===== src/rtl/uart_receiver_pkg.sv =====
// rtl/uart_receiver_pkg.sv - shared UART receive-path types, defaults and frame geometry
//
// Contents:
//   UART_FRAME_BITS   : frame length in bits (start + 8 data + stop), also used by the transmitter
//   DEFAULT_CLOCK_FREQ: default clk frequency in Hz
//   DEFAULT_BAUD_RATE : default line rate in bit/s
//   rx_state_e        : 2-bit receiver FSM state encoding
//   symbol_cycles()   : clk cycles per bit for a given clock/baud pair

`ifndef UART_FRAME_BITS
`define UART_FRAME_BITS 10
`endif

package uart_receiver_pkg;

    localparam int DEFAULT_CLOCK_FREQ = 50_000_000;
    localparam int DEFAULT_BAUD_RATE  = 115_200;

    localparam int FRAME_BITS = `UART_FRAME_BITS;
    // Start and stop bit are the only framing overhead.
    localparam int DATA_BITS  = FRAME_BITS - 2;

    typedef enum logic [1:0] {
        IDLE  = 2'd0,
        START = 2'd1,
        DATA  = 2'd2,
        STOP  = 2'd3
    } rx_state_e;

    function automatic int symbol_cycles(input int clock_freq, input int baud_rate);
        return clock_freq / baud_rate;
    endfunction

endpackage


===== src/rtl/uart_receiver_synchronizer.sv =====
// rtl/uart_receiver_synchronizer.sv - two-flop synchronizer for asynchronous inputs
//
// Parameters:
//   WIDTH       : number of independent bits synchronized
//   RESET_VALUE : value both flop stages take while rst_i is high
// Ports:
//   clk_i : destination clock
//   rst_i : asynchronous active-high reset
//   d_i   : asynchronous input
//   q_o   : input delayed by two clk_i cycles, safe to use in the clk_i domain

module synchronizer #(
    parameter int               WIDTH       = 1,
    parameter logic [WIDTH-1:0] RESET_VALUE = {WIDTH{1'b1}}
) (
    input  logic             clk_i,
    input  logic             rst_i,
    input  logic [WIDTH-1:0] d_i,
    output logic [WIDTH-1:0] q_o
);

    logic [WIDTH-1:0] meta_q;
    logic [WIDTH-1:0] sync_q;

    always_ff @(posedge clk_i or posedge rst_i) begin
        if (rst_i) begin
            meta_q <= RESET_VALUE;
            sync_q <= RESET_VALUE;
        end else begin
            meta_q <= d_i;
            sync_q <= meta_q;
        end
    end

    assign q_o = sync_q;

endmodule


===== src/rtl/uart_receiver.sv =====
// rtl/uart_receiver.sv - 8N1 serial receiver with ready/valid byte output
//
// Parameters:
//   CLOCK_FREQ : clk frequency in Hz
//   BAUD_RATE  : line rate in bit/s
// Ports:
//   clk            : single clock, all state changes on posedge
//   rst            : asynchronous active-high reset
//   serial_in      : raw RX line, asynchronous to clk, idles high
//   data_out       : received byte
//   data_out_valid : data_out holds an unconsumed byte
//   data_out_ready : consumer accepts data_out this cycle
//   framing_error  : one-cycle pulse, stop bit sampled low
//   overrun        : one-cycle pulse, a byte was dropped because the holding register was full

module uart_receiver
    import uart_receiver_pkg::*;
#(
    parameter int CLOCK_FREQ = DEFAULT_CLOCK_FREQ,
    parameter int BAUD_RATE  = DEFAULT_BAUD_RATE
) (
    input  logic       clk,
    input  logic       rst,
    input  logic       serial_in,
    output logic [7:0] data_out,
    output logic       data_out_valid,
    input  logic       data_out_ready,
    output logic       framing_error,
    output logic       overrun
);

    localparam int SYMBOL_EDGE_TIME    = symbol_cycles(CLOCK_FREQ, BAUD_RATE);
    localparam int SAMPLE_TIME         = SYMBOL_EDGE_TIME / 2;
    localparam int CLOCK_COUNTER_WIDTH = $clog2(SYMBOL_EDGE_TIME);

    // The counter runs down to zero and the sample is taken on the zero cycle,
    // so reload values are one less than the interval.
    localparam logic [CLOCK_COUNTER_WIDTH-1:0] SAMPLE_RELOAD = CLOCK_COUNTER_WIDTH'(SAMPLE_TIME - 1);
    localparam logic [CLOCK_COUNTER_WIDTH-1:0] SYMBOL_RELOAD = CLOCK_COUNTER_WIDTH'(SYMBOL_EDGE_TIME - 1);
    localparam logic [2:0]                     LAST_BIT      = 3'(DATA_BITS - 1);

    logic rx_s;

    synchronizer #(
        .WIDTH       (1),
        .RESET_VALUE (1'b1)
    ) u_rx_sync (
        .clk_i (clk),
        .rst_i (rst),
        .d_i   (serial_in),
        .q_o   (rx_s)
    );

    // Edge detector history. Right after reset the synchronizer reports its
    // reset value (idle high) for two cycles whatever the line is doing, so the
    // history is held low until the synchronizer has flushed. Otherwise a line
    // that is low at reset release (mid-frame or break) would look like a
    // fresh start edge.
    logic [1:0] settle_q;
    logic       rx_prev_q;
    logic       settled;

    assign settled = (settle_q == 2'd2);

    always_ff @(posedge clk or posedge rst) begin
        if (rst) begin
            settle_q  <= 2'd0;
            rx_prev_q <= 1'b0;
        end else begin
            if (!settled) begin
                settle_q <= settle_q + 2'd1;
            end
            rx_prev_q <= settled ? rx_s : 1'b0;
        end
    end

    rx_state_e                      state_q;
    logic [CLOCK_COUNTER_WIDTH-1:0] clk_cnt_q;
    logic [2:0]                     bit_idx_q;
    logic [7:0]                     shift_q;
    logic [7:0]                     data_q;
    logic                           valid_q;
    logic                           framing_error_q;
    logic                           overrun_q;

    logic       start_edge;
    logic       sample_now;
    logic       holding_free;
    logic [7:0] shift_d;

    assign start_edge   = !rx_s && rx_prev_q;
    assign sample_now   = (clk_cnt_q == '0);
    // A byte being consumed this cycle frees the register for the new one.
    assign holding_free = !valid_q || data_out_ready;
    // LSB is on the wire first, so each new bit enters at the top.
    assign shift_d      = {rx_s, shift_q[7:1]};

    always_ff @(posedge clk or posedge rst) begin
        if (rst) begin
            state_q         <= IDLE;
            clk_cnt_q       <= '0;
            bit_idx_q       <= 3'd0;
            shift_q         <= 8'h00;
            data_q          <= 8'h00;
            valid_q         <= 1'b0;
            framing_error_q <= 1'b0;
            overrun_q       <= 1'b0;
        end else begin
            framing_error_q <= 1'b0;
            overrun_q       <= 1'b0;

            // A load later in this block overrides the clear, so a handshake
            // coinciding with a new byte keeps valid high.
            if (valid_q && data_out_ready) begin
                valid_q <= 1'b0;
            end

            case (state_q)
                IDLE: begin
                    if (start_edge) begin
                        clk_cnt_q <= SAMPLE_RELOAD;
                        state_q   <= START;
                    end
                end

                START: begin
                    if (sample_now) begin
                        if (rx_s) begin
                            // Line bounced back high before mid start bit: glitch.
                            state_q <= IDLE;
                        end else begin
                            bit_idx_q <= 3'd0;
                            clk_cnt_q <= SYMBOL_RELOAD;
                            state_q   <= DATA;
                        end
                    end else begin
                        clk_cnt_q <= clk_cnt_q - 1'b1;
                    end
                end

                DATA: begin
                    if (sample_now) begin
                        shift_q   <= shift_d;
                        clk_cnt_q <= SYMBOL_RELOAD;
                        if (bit_idx_q == LAST_BIT) begin
                            state_q <= STOP;
                        end else begin
                            bit_idx_q <= bit_idx_q + 3'd1;
                        end
                    end else begin
                        clk_cnt_q <= clk_cnt_q - 1'b1;
                    end
                end

                STOP: begin
                    if (sample_now) begin
                        state_q <= IDLE;
                        if (!rx_s) begin
                            framing_error_q <= 1'b1;
                        end else if (holding_free) begin
                            data_q  <= shift_q;
                            valid_q <= 1'b1;
                        end else begin
                            overrun_q <= 1'b1;
                        end
                    end else begin
                        clk_cnt_q <= clk_cnt_q - 1'b1;
                    end
                end

                default: state_q <= IDLE;
            endcase
        end
    end

    assign data_out       = data_q;
    assign data_out_valid = valid_q;
    assign framing_error  = framing_error_q;
    assign overrun        = overrun_q;

endmodule


===== config.mk =====
export PLATFORM = sky130hd
export DESIGN_NAME = uart_receiver
export DESIGN_NICKNAME = d
export VERILOG_FILES = /design/src/rtl/uart_receiver_pkg.sv /design/src/rtl/uart_receiver_synchronizer.sv /design/src/rtl/uart_receiver.sv
export SDC_FILE = /design/constraint.sdc
export NUM_CORES = 1
export LEC_CHECK = 0
export ABC_AREA = 1
export CAP_MARGIN = 20
export CORE_ASPECT_RATIO = 0.9
export CORE_MARGIN = 2
export CORE_UTILIZATION = 45
export CTS_CLUSTER_DIAMETER = 200
export DETAILED_ROUTE_END_ITERATION = 6
export GPL_ROUTABILITY_DRIVEN = 0
export PLACE_DENSITY = 0.69
export REMOVE_ABC_BUFFERS = 1
export SETUP_SLACK_MARGIN = 0.3
export SLEW_MARGIN = 20
export SYNTH_ARGS = -nofsm -noshare
export SYNTH_HDL_FRONTEND = slang
export SYNTH_SLANG_ARGS = --single-unit

===== constraint.sdc =====
create_clock -name clk -period 1.65 [get_ports clk]
set_input_delay 0.165 -clock clk [delete_from_list [all_inputs] [get_ports clk]]
set_output_delay 0.165 -clock clk [all_outputs]
set_load 0.03 [all_outputs]

==> impl_results.md, run 1 <==
* Buffers and inverters on the worst path at 3
* Syn Inst Count at 230
* Root Buffer: clkbuf_8
* CTS buffer count at 5
* Fmax at 633 MHz
* RSZ-0062 raised after global routing: yes
* Register Area at 957 um^2
* TritonRoute pass-1 iters at 4
* I/O Pins at 15
* Initial core utilization at 46.7%
* Tot Pwr at 0.00375 W
* Routed Wire Length at 4290 um
* Final Cell Area at 2660 um^2
* Largest net degree at the start of global routing at 39
* Register area share after synthesis at 50.5%
* Critical Path Fanout Max at 4
* Leakage at 1.35 nW
* CTS tree: built
* Ys Warns at 0
* Grt ovf at 0
* CP cell instances: inv_2, ha_4, nand2_4, nor2_4, nand2_4, buf_4, nor2_4, buf_4, nand3_1, nand2_1
* Clk_skew at 0.00843 ns
* Number of synthesized flops with an enable pin at 0
* Depth of the CTS H-tree at 2
* Unique cell type count in the Yosys netlist at 25
* CP max stage cell: dfrtp_1
* Post-place setup slack at -0.0460 ns
* CP startpoint kind: flop
* Post-Syn Area per Cell at 8.21 um^2
* CP Capture Type: flop
* Top Family by Delay on Critical Path: simple AND/OR/NAND/NOR gates
* Area grow syn2layout at 40.6%
* Met2 Track Usage GR at 33.5%
* Met3 Use GR at 5.67%
* Iteration-0 DRC Markers at 147
* Final HPWL DP at 2490 um
* WP data required at 1.88 ns
* Part of the cycle the worst path needs at 95.8%
* Worst-margin pin slew at 0.309 ns
* Area of the multi-input gates at 955 um^2
* GR Layer Usage met1 at 22.8%
* Async SR Flop Fraction at 100%
* Number of max-cap violations at 0
* Core area at 4050 um^2
* Crit-path max cell delay at 0.40 ns
* GR peak layer: met2
* GRT Overall Usage at 19.4%
* Post-layout min period at 1.58 ns
* Worst skew pair latency at 0.29 ns
* VDD IR max at 1.12 mV
* Final WS setup at 0.0690 ns
* Min-Delay Path Class: primary input to async pin
* Fill cell count at 310
* Post-DP Area at 2160 um^2
* Fin. Hold Viols at 0
* Vias in the first global route at 1,566
* Wire per inst at 13.1 um
* Area leader, netlist: dfrtp_1
* Non-Filler Instances at 327
* Port-buffer cells at 14
* Synth area leaders: dfrtp_1 48%, nand2_1 12%, inv_1 6.8%
* Clock Sinks at 38
* First-pass GRT wire length at 6870 um
* Power density over cell area at 1410 nW/um^2
* Yosys reg bits at 38
* Dpl cells at 298
* Status: finished clean
* Hold bufs inserted after CTS at 0
* Count leader, synth: nand2_1
* DRC at 0
* Die Footprint at 4730 um^2
* Antenna cells at 0
* Routed vias/inst at 4.96
* List of most frequent post-synthesis cells: 59 x nand2_1, 36 x dfrtp_1, 34 x inv_1, 28 x nor2_1, 20 x nand3_1
* Initial antenna violation count at 0
* Share of layout cells above drive strength 1 at 33.3%
* Kind of critical path: flop to flop
* Worst-path clk slew at 0.08 ns
* Slew Viols, Final at 0
* Nets@finish at 291
* Post-DRT Antenna Nets at 0
* Final number of setup-violating endpoints at 0
* Slew headroom at 79.5%
* Die W at 72.3 um
* Row Count at 22
* Synth Flop Type: dfrtp_1
* Top cell type's share of synthesized area at 47.7%
* Synth Cell Area at 1890 um^2
* Die height at 65.5 um
* Via Count at 1,623
* Clock Path Buffers at 2
* Worst Path Arrival at 1.81 ns
==> worst reg2reg max path, delay by kind of cell, from the launching register on <==
family | cells | cell delay [ns]
buffers and inverters | 3 | 0.41
AND/OR/NAND/NOR | 6 | 0.55
flip-flops | 1 | 0.40
adder cells (fa/ha/maj) | 1 | 0.16
==> layout by cell type, fill, tap and decap left out, types with 6 or more instances in the layout <==
master         instances
nand3_1               15
nor2_1                21
dlygate4sd2_1         11
o21ai_2                6
inv_1                 26
nand2_2               11
inv_2                  7
ha_1                   6
o21ai_1                6
clkbuf_8               6
buf_4                 23
nor2_2                 7
dfrtp_1               33
nand2_1               48
==> timing repair <==
item	in CTS	in global routing
pin swaps	6	8
setup buffers	13	7
resized for setup	52	30
gates cloned	1	0
setup endpoints to repair	43	32
==> cell families after synthesis <==
family / share of synthesized area, %
DFF: 50.5
and+or+nand+nor: 27.9
buffers and inverters: 7.75
xor gates and xnor gates: 0.927
adders and majority gates: 5.96
AOI/OAI and AO/OA: 7.02
==> flip-flops by register name, summed over array words and instances (netlist names), named ones only <==
name	count
u_rx_sync.meta_q	1
shift_q	8
state_q	1
data_out_valid	1
clk_cnt_q	9
bit_idx_q	3
settle_q	2
u_rx_sync.q_o	1
framing_error	1
rx_prev_q	1
data_out	8
overrun	1
==> path summary, 6_finish.rpt <==
| path | slack [ns] | from | end | cells after the start |
|---|---|---|---|---|
| max | 0.07 | clk_cnt_q[0] | bit_idx_q[1] | 10 |
| min | 0.23 | rst | shift_q[7] | 3 |
| max reg2reg | 0.07 | clk_cnt_q[0] | bit_idx_q[1] | 10 |
| min reg2reg | 0.36 | u_rx_sync.meta_q | u_rx_sync.q_o | 0 |
| max in group asynchronous | 1.16 | rst | u_rx_sync.meta_q | 3 |
| min in group clk | 0.29 | serial_in | u_rx_sync.meta_q | 1 |
==> routing by layer <==
metal  up-vias  share of wire, %  wire length (um)
met5         -                 0                 0
met4         0               1.6                69
met3         9               4.0               173
met2        29                50              2160
met1       766                44              1890
li1        819                 -                 -
==> stage by stage <==
stage / utilization [%] / hold slack, ns / TNS (ns)
after floorplan: - / 0.169 / 0
after global placement: 53.4 / 0.346 / 0
after detailed placement: 53.4 / 0.353 / -0.0636
after CTS: 61.9 / 0.235 / 0
after global routing: 65.6 / 0.272 / -0.0265
final: 65.6 / 0.229 / 0
==> cell type report <==
class,count,area share [%]
flip-flops and latches,38,36.0
multi-input cells,155,35.9
repair buffers,43,15.1
inverters,35,5.32
clock buffers,6,3.11
clock inverters,2,2.26
well taps,48,2.26
==> report_power, final <==
group	internal [W]	switching, W
Clock	0.000645	0.000319
Combinational	0.000645	0.000917
Sequential	0.00107	0.000149
Total	0.00236	0.00138
Power figures use the tool's default switching activity.
==> run 2, diff against run 1 <==
- ABC_AREA: 1 -> unset
- SLEW_MARGIN: 20 -> 15
==> run 2 against run 1 <==
Compared with the run above: the run now ends with negative setup slack left; clock power fell by 20%; non-clock buffer count up 12; sequential share of layout area down 1.2 points; die area rose by 1.9%; final area up 3.3%; via count down 4.2%; sequential cell count unchanged; largest cell class is now multi-input gates; largest power group unchanged.
==> impl_results.md, run 2 <==
* Final WS setup at -0.0998 ns (-0.169 ns)
* Syn Inst Count at 169 (-27%)
* Net Sw Power at 0.00177 W (+28%)
* Commonest cells after routing, fill and taps aside: 34 x dfrtp_1, 31 x buf_4, 16 x mux2_2
* Row Count at 22 (unchanged)
* Routed vias/inst at 5.65 (+14%)
* Reg-to-reg startpoint: clk_cnt_q[1]
* I/O Pins at 15 (unchanged)
* Ys Warns at 0 (unchanged)
* Wire per inst at 17.1 um (+30%)
* Worst R2R Path Depth at 5 (-5)
* Initial antenna violation count at 0 (unchanged)
* M1 wire length at 2010 um (+6.2%)
* CP startpoint kind: flop
* Kind of critical path: flop to flop
* Clock Sinks at 38 (unchanged)
* Register Area at 956 um^2 (-0.13%)
* Root Buffer: clkbuf_8
* Final HPWL DP at 2900 um (+16%)
* GRT Overall Usage at 20.9% (+1.5 points)
* Highest metal used: met4
* Switching Fraction at 38.6% (+1.6 points)
* Post-DP Area at 2300 um^2 (+6.5%)
* Register area share after synthesis at 49.4% (-1.0 points)
* Biggest register: clk_cnt_q
* Largest net degree at the start of global routing at 39 (unchanged)
* Worst Path Arrival at 1.92 ns (+0.11 ns)
* Area grow syn2layout at 42.4%
* Final number of setup-violating endpoints at 15 (+15)
* Post-DRT Antenna Nets at 0 (unchanged)
* Die W at 73 um (+0.97%)
* TritonRoute pass-1 iters at 5 (+1)
* Fill cell count at 282 (-9.0%)
* Clk_skew at 0.00819 ns (-0.000243 ns)
* First-pass GRT wire length at 7700 um (+12%)
* Count leader, synth: dfrtp_1
* Leakage at 1.34 nW (-0.67%)
* R2R setup slack at -0.1 ns (-0.17 ns)
* Worst-margin pin slew at 0.477 ns (+0.168 ns)
* Internal Pwr Total at 0.00282 W (+19%)
* Comb pwr share at 56.3% (+15 points)
* Worst Setup EP: clk_cnt_q[7]
* Share of total power in the clock network at 16.8% (-8.9 points)
* Die Footprint at 4830 um^2 (+1.9%)
* Worst-path clk slew at 0.08 ns (about the same)
* Met3 routed WL at 223 um (+29%)
* Fin Setup TNS at -0.352 ns (-0.352 ns)
* Reg power frac at 26.9% (-5.7 points)
* Status: finished with violations
* FF-to-FF End: clk_cnt_q[7]
* Nets@finish at 239 (-18%)
* Slew Viols, Final at 0 (unchanged)
* Via Count at 1,555 (-4.2%)
* Number of max-cap violations at 0 (unchanged)
* Worst skew pair latency at 0.29 ns (about the same)
* Vias in the first global route at 1,600 (+2.2%)
* CTS tree: built
* Share of layout cells above drive strength 1 at 48.5% (+15 points)
* Yosys reg bits at 38 (unchanged)
* Routed Wire Length at 4700 um (+9.6%)
* Crit path launch: clk_cnt_q[1]
* Commonest non-fill, non-tap cell in the layout: dfrtp_1
* CP Capture Type: flop
* Core area at 4100 um^2 (+1.4%)
* Max reg flops at 9 (unchanged)
* CTS buffer count at 5 (unchanged)
* Area leader, netlist: dfrtp_1
* Synth Cell Area at 1930 um^2 (+2.1%)
* Antenna cells at 0 (unchanged)
* Final Cell Area at 2750 um^2 (+3.3%)
* DRC at 0 (unchanged)
* VDD IR max at 0.626 mV (-44%)
* Initial core utilization at 47.0% (+0.32 points)
* Post-layout min period at 1.75 ns (+0.169 ns)
* Min-Delay Path Class: primary input to async pin
* Part of the cycle the worst path needs at 106% (+10 points)
* Async SR Flop Fraction at 100% (unchanged)
* Power density over cell area at 1670 nW/um^2 (+19%)
* Fin. Hold Viols at 0 (unchanged)
* Number of synthesized flops with an enable pin at 0 (unchanged)
* Clock Path Buffers at 2 (unchanged)
* Unique cell type count in the Yosys netlist at 45 (+80%)
* Top cell type's share of synthesized area at 46.7% (-0.96 points)
* Depth of the CTS H-tree at 2 (unchanged)
* Die height at 66.1 um (+0.96%)
* Grt ovf at 0 (unchanged)
* Iteration-0 DRC Markers at 160 (+8.8%)
* RSZ-0062 raised after global routing: yes
* Fmax at 571 MHz (-9.6%)
* Synth area leaders: dfrtp_1 47%, mux2_2 9.9%, ha_1 5.8%
* Slew headroom at 68.2% (-11 points)
* Post-place setup slack at -0.152 ns (-0.106 ns)
* Synth Flop Type: dfrtp_1
* List of most frequent post-synthesis cells: 36 x dfrtp_1, 17 x mux2_2, 13 x inv_1, 12 x nand2_1, 10 x o21ai_0
* WP data required at 1.83 ns (-0.05 ns)
* Area of the multi-input gates at 1100 um^2 (+15%)
* Routed length on met2 at 2390 um (+11%)
* Post-Syn Area per Cell at 11.4 um^2 (+39%)
* Port-buffer cells at 14 (unchanged)
* Critical Path Fanout Max at 5 (+1)
* Failing checks: negative setup slack
## run 2: power by group through the flow
| stage | Combinational, W | Sequential (W) | Clock, W |
|---|---|---|---|
| final | 0.00259 | 0.00123 | 0.000774 |
| after global routing | 0.00275 | 0.00125 | 0.000845 |
| after CTS | 0.00221 | 0.00122 | 0.000784 |
| after detailed placement | 0.00164 | 0.00121 | 0 |
| after global placement | 0.00158 | 0.00120 | 0 |
| after floorplan | 0.000943 | 0.00122 | 0 |
## run 2: worst min-delay path by stage
stage                                start                to  slack, ns  depth (start not counted)
after floorplan                  serial_in  u_rx_sync.meta_q       0.17                          0
after global placement    u_rx_sync.meta_q     u_rx_sync.q_o       0.35                          0
after detailed placement  u_rx_sync.meta_q     u_rx_sync.q_o       0.35                          0
after CTS                        serial_in  u_rx_sync.meta_q       0.30                          1
after global routing             serial_in  u_rx_sync.meta_q       0.29                          1
final                                  rst        shift_q[1]       0.29                          3
## run 2: timing repair
item	in CTS	in global routing
cloned	1	0
pin swaps	23	6
resized for setup	65	15
buffers inserted	9	2
endpoints found under the hold margin	0	0
hold buffers	0	0
setup endpoints to repair	44	33
## run 2: cell type report
cell class	instances	area share, %
inverter	13	1.78
clock inverter	2	1.37
clock buffer	6	2.64
multi-input combinational	113	40.0
tap	48	2.19
sequential	38	34.8
timing repair buffer	55	17.2
## run 2: layer usage
metal	up-vias	GRT usage, %
met5	-	0
met4	0	4.17
met3	12	5.95
met2	55	36.1
met1	769	26.0
li1	719	-
## run 2: through the flow
stage          hold slack, ns  utilization, %  std cells  power [W]
3_5_place_dp            0.347            56.1        255    0.00286
6_report                0.292            66.9        275    0.00459
5_1_grt                 0.288            66.9        275    0.00485
4_1_cts                 0.300            64.6        273    0.00422
3_3_place_gp            0.346            56.1        255    0.00279
2_1_floorplan           0.169               -        163    0.00216
## run 2: logic make-up after synthesis
logic type | after synthesis | share of synthesized area [%]
simple gates | 44 | 14.4
flops | 38 | 49.4
xor+xnor | 1 | 0.454
buf+inv | 19 | 5.32
mux | 20 | 11.5
fa+ha+maj | 9 | 5.84
compound gates | 38 | 13.0
## run 2: critical path, cell delays in order, from the launching register on
cell and delay [ns]:
dfrtp_1 0.40, buf_4 0.17, or4_4 0.53, o41ai_4 0.25, a21oi_2 0.12, a2bb2oi_2 0.17
